### config.mk
export PLATFORM = sky130hd
export DESIGN_NAME = regfile_mp
export DESIGN_NICKNAME = d
export VERILOG_FILES = /design/src/rtl/regfile_mp.sv
export SDC_FILE = /design/constraint.sdc
export NUM_CORES = 1
export LEC_CHECK = 0
export ABC_AREA = 1
export BUFFER_PORTS_ARGS = -buffer_cell sky130_fd_sc_hd__buf_2
export CAP_MARGIN = 10
export CORE_ASPECT_RATIO = 0.75
export CORE_MARGIN = 2
export CORE_UTILIZATION = 40
export CTS_BUF_LIST = sky130_fd_sc_hd__clkbuf_8
export DETAILED_ROUTE_END_ITERATION = 10
export GPL_TIMING_DRIVEN = 1
export MAX_ROUTING_LAYER = met4
export SETUP_SLACK_MARGIN = 0.1
export SLEW_MARGIN = 20
export SYNTH_ARGS = -nofsm -noshare
export SYNTH_HDL_FRONTEND = slang
export SYNTH_SLANG_ARGS = --single-unit
### constraint.sdc
create_clock -name clk -period 2.1 [get_ports clk]
set_input_delay 0.21 -clock clk [delete_from_list [all_inputs] [get_ports clk]]
set_output_delay 0.21 -clock clk [all_outputs]
set_load 0.1 [all_outputs]
### src/rtl/regfile_mp.sv
// Two-read / one-write register file with registered reads, optional write bypass,
// optional hardwired zero entry and a one-entry-per-cycle clear sequencer.
module regfile_mp #(
  parameter int DWIDTH   = 16,
  parameter int AWIDTH   = 3,
  parameter int ZERO_REG = 1,
  parameter int BYPASS   = 1
) (
  input  logic              clk,
  input  logic              rst,
  input  logic              clear,
  output logic              busy,
  input  logic [AWIDTH-1:0] addr_rs,
  input  logic              req_rs,
  input  logic [AWIDTH-1:0] addr_rt,
  input  logic              req_rt,
  input  logic [AWIDTH-1:0] addr_rd,
  input  logic              req_rd,
  input  logic [DWIDTH-1:0] wdata,
  output logic [DWIDTH-1:0] rs,
  output logic [DWIDTH-1:0] rt,
  output logic              rs_valid,
  output logic              rt_valid
);

  localparam int                DEPTH    = 1 << AWIDTH;
  localparam logic [AWIDTH-1:0] CNT_LAST = '1;

  typedef enum logic {S_IDLE, S_CLEARING} state_t;

  state_t            state_q, state_d;
  logic [AWIDTH-1:0] cnt_q, cnt_d;
  logic [DWIDTH-1:0] mem_q [DEPTH];
  logic [DWIDTH-1:0] rs_q, rs_d, rt_q, rt_d;
  logic              rs_valid_q, rs_valid_d, rt_valid_q, rt_valid_d;
  logic              wr_commit;

  function automatic logic [DWIDTH-1:0] read_val(
    input logic [AWIDTH-1:0] a,
    input logic              commit,
    input logic [AWIDTH-1:0] waddr,
    input logic [DWIDTH-1:0] wd,
    input logic [DWIDTH-1:0] stored
  );
    if ((ZERO_REG != 0) && (a == '0))
      return '0;
    else if ((BYPASS != 0) && commit && (waddr == a))
      return wd;
    else
      return stored;
  endfunction

  always_ff @(posedge clk or posedge rst) begin
    if (rst) begin
      state_q <= S_CLEARING;
      cnt_q   <= '0;
    end else begin
      state_q <= state_d;
      cnt_q   <= cnt_d;
    end
  end

  always_comb begin
    state_d = state_q;
    cnt_d   = cnt_q;
    case (state_q)
      S_IDLE: begin
        if (clear) begin
          state_d = S_CLEARING;
          cnt_d   = '0;
        end
      end
      S_CLEARING: begin
        // A clear request while clearing restarts the sweep from entry 0.
        if (clear) begin
          cnt_d = '0;
        end else begin
          cnt_d = cnt_q + 1'b1;
          if (cnt_q == CNT_LAST) state_d = S_IDLE;
        end
      end
      default: begin
        state_d = S_CLEARING;
        cnt_d   = '0;
      end
    endcase
  end

  always_comb begin
    busy = (state_q == S_CLEARING);
  end

  assign wr_commit = !busy && !clear && req_rd && !((ZERO_REG != 0) && (addr_rd == '0));

  always_ff @(posedge clk) begin
    if (busy)
      mem_q[cnt_q] <= '0;
    else if (wr_commit)
      mem_q[addr_rd] <= wdata;
  end

  always_comb begin
    rs_d       = rs_q;
    rt_d       = rt_q;
    rs_valid_d = req_rs && !busy;
    rt_valid_d = req_rt && !busy;
    if (req_rs && !busy) rs_d = read_val(addr_rs, wr_commit, addr_rd, wdata, mem_q[addr_rs]);
    if (req_rt && !busy) rt_d = read_val(addr_rt, wr_commit, addr_rd, wdata, mem_q[addr_rt]);
  end

  always_ff @(posedge clk or posedge rst) begin
    if (rst) begin
      rs_q       <= '0;
      rt_q       <= '0;
      rs_valid_q <= 1'b0;
      rt_valid_q <= 1'b0;
    end else begin
      rs_q       <= rs_d;
      rt_q       <= rt_d;
      rs_valid_q <= rs_valid_d;
      rt_valid_q <= rt_valid_d;
    end
  end

  assign rs       = rs_q;
  assign rt       = rt_q;
  assign rs_valid = rs_valid_q;
  assign rt_valid = rt_valid_q;

endmodule

# Yosys cells after proc, flatten, opt, wreduce, memory -nomap -nowiden
# Memories as Yosys holds them, arrays and structs flattened.
# Index checks and enable logic that the tools add are counted.
# totals
inputBits,31
word_cells,46
ff_bits,38
memories,1
ram_bits,128
output_inout_bits,35
# classes
n_eq_ne,4
muxes,19
add_sub_neg,1
n_bitwise,1
reduce_logical,14
# mem_list
memory,words,width,read_ports,rd_ports_with_merged_regs,write_ports,line,rtl
mem_q,8,16,2,0,1,33,logic [DWIDTH-1:0] mem_q [DEPTH];
# ops
operator,count
16-bit 2-to-1 mux,5
16-bit OR reduction,1
3-bit logical NOT,3
1-bit 2-to-1 mux,9
3-bit 2-to-1 mux,3
1-bit logical AND,7
3-bit == test,2
3-bit case mux with 2 select lines,1
3-bit by 1-bit adder with 3-bit output (second input constant),1
3-bit == test (second input constant),1
1-bit logical NOT,3
2-bit != test (second input constant),1
1-bit case mux with 2 select lines,1
1-bit inverter,1

# Depth between registers and ports, before layout
# Gate-level depths: netlist of run 1.
# depth
depth_word,9
ltp_mapped,11
depth_no_buf,9

# Worst setup path after synthesis of run 1
# No wires, ideal clock.
# synth_timing
kind,register to register
startpoint,"register state_q, in the netlist busy"
endpoint,memory mem_q[6][0] (enable)
path_stages_with_launch,8
path_buffers,1
arrival_time_ps,2296
setup_time_ps,388
required_ps,1712
slack_ps,-585
cell_sequence,dfstp_2 -> nor2_1 -> nand2_2 -> inv_1 -> nand2_2 -> buf_2 -> o211ai_2 -> nor2_1
# synth_between
elab_chain_len,9
word_cells_on_any_way,12
cone_classes,mux (7); reduce/logical (5)
# synth_lines
item,line,rtl
"start, declared",31,"state_t state_q, state_d;"
"start signal, assigned",58,state_q <= state_d;
1-bit logical NOT,93,assign wr_commit = !busy && !clear && req_rd && !((ZERO_REG != 0) && (addr_rd == '0));
1-bit logical AND (3 in series),93,
1-bit 2-to-1 mux,98,else if (wr_commit)
1-bit 2-to-1 mux,96,if (busy)
1-bit 2-to-1 mux (implied by the code),99,mem_q[addr_rd] <= wdata;
16-bit OR reduction (no line),-,
3-bit 2-to-1 mux (no line) / 1-bit 2-to-1 mux (equally long branches),-,
"end, declared",33,
# Several ways; a longest one is shown, not always the timed one.

# Worst setup path after layout of run 1
# layout_timing
startpoint,"register state_q, in the netlist busy"
endpoint,memory mem_q[2][4] (enable)
# The elaborated chain is that of the path after synthesis.

==> qor.yml, run 1 <==
route:
  drt-initial-drc-count: 597
  via_count: 7278
  routedWlPerCell_um: 17.0
  wl_um: 24300
  ant_nets: 0
  drt_pass1_iterations: 5
  drc: 0
  via_per_inst: 5.11
synth:
  synth_area_leaders: "edfxtp_1 45%, nand2_1 23%, dfrtp_1 11%"
  ys_seq_area_frac: 0.558
  synthCells: 1049
  synthArstFlopShare: 0.229
  synth_compound_area_frac: 0.00815
  syn_area_mm2: 0.00859
  synth_top_cell_by_area: "edfxtp_1"
  synth_xor_area_frac: 0.00189
  ys.flop_type: "edfxtp_1"
  syn_area_per_cell_um2: 8.19
  synthSimpleGateAreaFrac: 0.370
  synth_fa_ha_area_frac: 0.00291
  synth_top_cell_area_share: 0.447
  synth-edff-count: 128
  synth-seq-cells: 166
  ys_types: 27
  synth_fp_nets: 1082
  synth_top_family_by_area: "simple AND/OR/NAND/NOR gates"
  synth.most_common_cell: "nand2_1"
  ys.warnings.count: 0
  synthTopCellsByCount: "531 x nand2_1, 166 x nand3_1, 128 x edfxtp_1"
  synth_mux_area_frac: 0
die:
  io_pins: 66
  fp.dieW_um: 173
  dieArea_mm2: 0.0227
  initial_utilization: 0.407
  dieHeight_um: 131
  rows: 46
  core_mm2: 0.0211
pwr:
  clkPwrFrac: 0.192
  comb_power_share: 0.393
  seq_power_share: 0.414
  swShare: 0.446
  report.power.total_mw: 11.8
  intPower_mw: 6.53
  max-vdd-ir-drop_uv: 857
  cellPowerDensity_mw_per_mm2: 1180
  p_leak_nw: 4.68
  p_sw_mw: 5.27
sta:
  slew_violations: 0
  maxSlewHeadroom: 0.446
  min_period_ps: 1930
  setup_viol: 0
  tns_ps: 0
  period_share: 0.918
  skew_ps: 12.8
  hold_viol: 0
  rsz0062_at_grt: "no"
  worstMarginPinSlew_ps: 831
  max_freq_mhz: 519
placement:
  dp_hpwl_um: 16900
  place_inst: 1391
  portBuffers: 65
  gp_congestion: 0.916
  placed_area_mm2: 0.00959
grt:
  grt_pass1_wl_um: 37800
  overflow: 0
  grt_pass1_vias: 6856
  grt_usage: 0.226
  antenna_found_initial: 0
  grt_max_degree: 66
setup_path:
  cp_data_arrival_time_ps: 2110
  path_class: "reg2reg"
  critPathCaptureType: "flop"
  crit_fanout: 13
  r2r_start: "busy"
  slowest_delay_ps: 660
  path_cells: "nor2_4 -> nand2_4 -> inv_4 -> nand2_8 -> nand2_1 -> o21ai_2 -> nand2_2 -> nor2_4 -> buf_4"
  startpoint: "busy"
  crit_required_ps: 2280
  cp_common_cell: "nor2_4"
  cp_slowest_cell: "dfstp_4"
  critPathLaunchType: "flop"
cells_and_area:
  stdcell_area_mm2: 0.0100
  final_layout_size_suffix_gt1_frac: 0.165
  fin_util: 0.474
  antenna_cells: 0
  area_growth_pct: 16.4
  layout.nets: 1156
  final_cells: 1424
  fillCellCount: 2055
cts:
  cts_buffers: 17
  cts.sinks: 166
  cts_tree: "done"
  path_clk_slew_ps: 90
  insertion_delay_ps: 470
  cts_buffer_depth: 2
  cts-root-buf: "clkbuf_8"
  htreeDepth: 4
min_path:
  hold_path.startpoint: "clear"
  hold_class: "in2reg"
flow_run:
  maxCapViolCount: 0
run_status:
  status: "finished, final reports clean"
## placed cells by master, fill, tap and decap left out, drive strengths merged
cell         count
buf            109
dfstp            1
bufinv           2
nand2          537
clkinv           5
clkbuf          17
o211ai           1
dlygate4sd3      1
xnor2            1
nand4           16
clkinvlp         4
nor2            33
inv             63
edfxtp         128
a21oi            4
o21ai            6
nand3          169
ha               2
dfrtp           37
## metrics by stage
step	hold slack, ps	setup WS, ps
6_report	59.3	172
5_1_grt	59.8	106
4_1_cts	39.2	110
3_5_place_dp	354	132
3_3_place_gp	348	180
2_1_floorplan	368	45.9
## worst max-delay path, delay by kind of cell, from the launching register on
| family | cells | cell delay (ps) |
|---|---|---|
| buffers and inverters | 2 | 220 |
| flip-flops | 1 | 660 |
| AO/OA/AOI/OAI | 1 | 100 |
| AND/OR/NAND/NOR | 6 | 640 |
## power by group through the flow
| stage | combinational [mW] | sequential (mW) | clock, mW |
|---|---|---|---|
| after floorplan | 1.45 | 6.96 | 0 |
| after global routing | 4.96 | 4.99 | 2.43 |
| after detailed placement | 4.64 | 4.95 | 0 |
| after global placement | 4.61 | 4.94 | 0 |
| after CTS | 4.65 | 4.89 | 2.31 |
| final | 4.64 | 4.89 | 2.27 |
## logic make-up after synthesis
family / Yosys count
compound gates: 11
fa+ha+maj: 2
flops: 166
buf+inv: 114
simple gates: 755
xor+xnor: 1
## per-layer routing
layer / vias to the layer above / track usage / routed length (um)
met5: - / - / 0
met1: 3447 / 0.299 / 11300
met2: 236 / 0.359 / 11200
met4: 0 / 0.0723 / 470
met3: 37 / 0.0365 / 1270
li1: 3558 / - / -
## final cells by class
cell class / instances / area (um^2) / area share
multi-input combinational: 769 / 3420 / 0.341
sequential: 166 / 4800 / 0.480
clock buffer: 17 / 234 / 0.0234
inverter: 59 / 224 / 0.0224
clock inverter: 15 / 154 / 0.0154
timing repair buffer: 110 / 816 / 0.0816
tap: 288 / 360 / 0.0360
## final timing paths
kind,end,slack (ps),cells after the start
max in group asynchronous,busy,1310,4
setup reg to reg,mem_q[2][4],170,9
hold reg to reg,rs[15],480,2
setup / recovery,mem_q[2][4],170,9
hold / removal,busy,60,3
min in group asynchronous,rs_valid,400,4
## state kept, by name, summed over array words and instances, names as in the netlist
register / count
rs_valid: 1
mem_q: 128
rt_valid: 1
rt: 16
rs: 16
cnt_q: 3
busy: 1
## repair_timing
item,CTS,global route
hold buffers,1,0
hold endpoints to repair,37,0
setup endpoints to repair,0,128
setup buffers,0,0
resized for setup,0,2
No activity file was read; power rests on OpenSTA's default activity.
==> run 2: changes to the inputs <==
--- a/config.mk
+++ b/config.mk
@@ -5,7 +5,6 @@
 export SDC_FILE = /design/constraint.sdc
 export NUM_CORES = 1
 export LEC_CHECK = 0
-export ABC_AREA = 1
 export BUFFER_PORTS_ARGS = -buffer_cell sky130_fd_sc_hd__buf_2
 export CAP_MARGIN = 10
 export CORE_ASPECT_RATIO = 0.75
==> qor.yml, run 2 <==
route:
  ant_nets: 0  # unchanged
  drt_pass1_iterations: 5  # unchanged
  drt-met1-wl_um: 8880  # -21%
  dr_wl_met3_um: 1240  # -2.4%
  dr.max_layer_used: "met4"
  via_per_inst: 5.79  # +13%
  drc: 0  # unchanged
  routedWlPerCell_um: 24.3  # +43%
  dr_wl_met2_um: 9200  # -18%
  wl_um: 19600  # -19%
  drt-initial-drc-count: 360  # -40%
  via_count: 4677  # -36%
die:
  rows: 44  # -4.3%
  dieArea_mm2: 0.0205  # -9.5%
  core_mm2: 0.0192  # -9.3%
  initial_utilization: 0.405  # -0.00225
  dieHeight_um: 125  # -4.9%
  io_pins: 66  # unchanged
  fp.dieW_um: 165  # -4.9%
setup_path:
  reg2reg_slack_ps: 130  # -40 ps
  slowest_delay_ps: 490  # -170 ps
  r2r_end: "mem_q[7][13]"
  r2r_start: "busy"
  cp_slowest_cell: "dfstp_4"
  critPathCaptureType: "flop"
  path_class: "reg2reg"
  critPathLaunchType: "flop"
  cp_data_arrival_time_ps: 2180  # +70 ps
  crit_fanout: 10  # -3
  r2r_cells: 5  # -4
  crit_required_ps: 2310  # +30 ps
  path_cells: "or3b_4 -> o21a_2 -> a32oi_4 -> nor2_4 -> buf_12"
cts:
  insertion_delay_ps: 450  # -20 ps
  cts-root-buf: "clkbuf_8"
  cts_buffers: 17  # unchanged
  cts_buffer_depth: 2  # unchanged
  htreeDepth: 4  # unchanged
  path_clk_slew_ps: 90  # about the same
  cts.sinks: 166  # unchanged
  cts_tree: "done"
cells_and_area:
  layout.nets: 575  # -50%
  fillCellCount: 1680  # -18%
  stdcell_area_mm2: 0.00917  # -8.4%
  mostFrequentLayoutCells: "128 x edfxtp_1, 65 x buf_2, 64 x mux4_2, 37 x dfrtp_1, 34 x mux2i_1"
  top_register: "mem_q"
  layout_commonest_cell: "edfxtp_1"
  area_growth_pct: 18.3
  largest_reg_flops: 128  # unchanged
  antenna_cells: 0  # unchanged
  final_layout_size_suffix_gt1_frac: 0.402  # +0.237
grt:
  grt_usage: 0.209  # -0.0170
  grt_pass1_vias: 4859  # -29%
  grt_pass1_wl_um: 29700  # -21%
  antenna_found_initial: 0  # unchanged
  overflow: 0  # unchanged
  grt_max_degree: 39  # -41%
sta:
  rsz0062_at_grt: "yes"
  tns_ps: 0  # unchanged
  fin_ws_ps: 128  # -44.2 ps
  slew_violations: 0  # unchanged
  period_share: 0.939  # +0.0211
  skew_ps: 15.1  # +2.29 ps
  hold_viol: 0  # unchanged
  min_period_ps: 1970  # +44.2 ps
  holdWs_ps: 82.2  # +22.9 ps
  maxSlewHeadroom: 0.614  # +0.168
  setup_viol: 0  # unchanged
  worstMarginPinSlew_ps: 579  # -252 ps
  max_freq_mhz: 507  # -2.2%
min_path:
  hold_path.startpoint: "wdata[1]"
  hold_depth: 3  # unchanged
  min_to: "rt[1]"
  hold_class: "in2reg"
synth:
  synthArstFlopShare: 0.229  # unchanged
  syn_area_mm2: 0.00775  # -9.8%
  synthSimpleGateAreaFrac: 0.0555  # -0.314
  synthTopCellsByCount: "128 x edfxtp_1, 64 x mux4_2, 37 x dfrtp_1"
  synth.most_common_cell: "edfxtp_1"
  ys.flop_type: "edfxtp_1"
  ys_seq_area_frac: 0.619  # +0.0606
  synth-seq-cells: 166  # unchanged
  ys.warnings.count: 0  # unchanged
  synth_fa_ha_area_frac: 0.00323  # +0.000316
  synth-edff-count: 128  # unchanged
  synthCells: 453  # -57%
  synth_area_leaders: "edfxtp_1 50%, mux4_2 19%, dfrtp_1 12%"
  synth_top_cell_area_share: 0.496  # +0.0486
  synth_fp_nets: 486  # -55%
  synth_mux_area_frac: 0.230  # +0.230
  synth_compound_area_frac: 0.0484  # +0.0403
  synth_top_cell_by_area: "edfxtp_1"
  ys_types: 40  # +48%
  synth_top_family_by_area: "multiplexers"
  synth_xor_area_frac: 0.00791  # +0.00602
  syn_area_per_cell_um2: 17.1  # +110%
pwr:
  p_leak_nw: 3.36  # -28%
  max-vdd-ir-drop_uv: 550  # -36%
  report.power.total_mw: 8.23  # -30%
  cellPowerDensity_mw_per_mm2: 898  # -24%
placement:
  placed_area_mm2: 0.00861  # -10%
  gp_congestion: 0.819  # -11%
  dp_slack_ps: 2.55  # -129 ps
  dp_hpwl_um: 12600  # -25%
  portBuffers: 65  # unchanged
run_status:
  status: "finished, final reports clean"
flow_run:
  maxCapViolCount: 0  # unchanged
run 2: metrics by stage:
stage	instances	utilization
2_1_floorplan	453	-
3_3_place_gp	766	0.449
3_5_place_dp	766	0.449
4_1_cts	807	0.476
5_1_grt	808	0.478
6_report	808	0.478
run 2: layout make-up:
type | count | area, um^2 | area share
sequential | 166 | 4800 | 0.524
multi-input combinational | 233 | 2810 | 0.306
timing repair buffer | 102 | 796 | 0.0868
tap | 253 | 317 | 0.0345
clock buffer | 17 | 234 | 0.0255
clock inverter | 15 | 130 | 0.0142
inverter | 22 | 82.6 | 0.00901
run 2: critical path, delay by kind of cell, from the launching register on:
kind / cells / cell delay [ps]
compound gates: 2 / 560
simple gates: 2 / 510
flops: 1 / 490
buf+inv: 1 / 160
run 2: how the worst max path moves through the flow:
stage,startpoint,to,slack (ps),depth (start not counted)
2_1_floorplan,busy,mem_q[1][0],30,4
3_3_place_gp,busy,mem_q[7][2],20,4
3_5_place_dp,busy,mem_q[6][15],3,4
4_1_cts,busy,mem_q[7][13],110,5
5_1_grt,busy,mem_q[7][13],80,5
6_report,busy,mem_q[7][13],130,5
run 2: metal layers:
layer	GRT usage	up-vias
met5	-	-
met4	0.0501	0
met3	0.0403	19
met2	0.308	166
met1	0.302	2486
li1	-	2006
run 2: where the power goes:
part | total (mW) | internal, mW | leakage [nW] | switching (mW)
logic | 2.14 | 0.540 | 1.55 | 1.60
clock network | 2.15 | 0.941 | 0.183 | 1.21
registers | 3.94 | 3.81 | 1.63 | 0.138
run 2: timing repair:
action,in CTS,in global routing
resized for setup,0,3
pin swaps,4,2
setup endpoints to repair,64,56
endpoints found under the hold margin,39,0
buffers inserted,7,1
hold buffers,2,0
run 2: kinds of logic after synthesis:
family	after synthesis
multiplexers	98
XOR/XNOR	7
AND/OR/NAND/NOR	81
flip-flops	166
buffers and inverters	54
AO/OA/AOI/OAI	45
adder cells (fa/ha/maj)	2
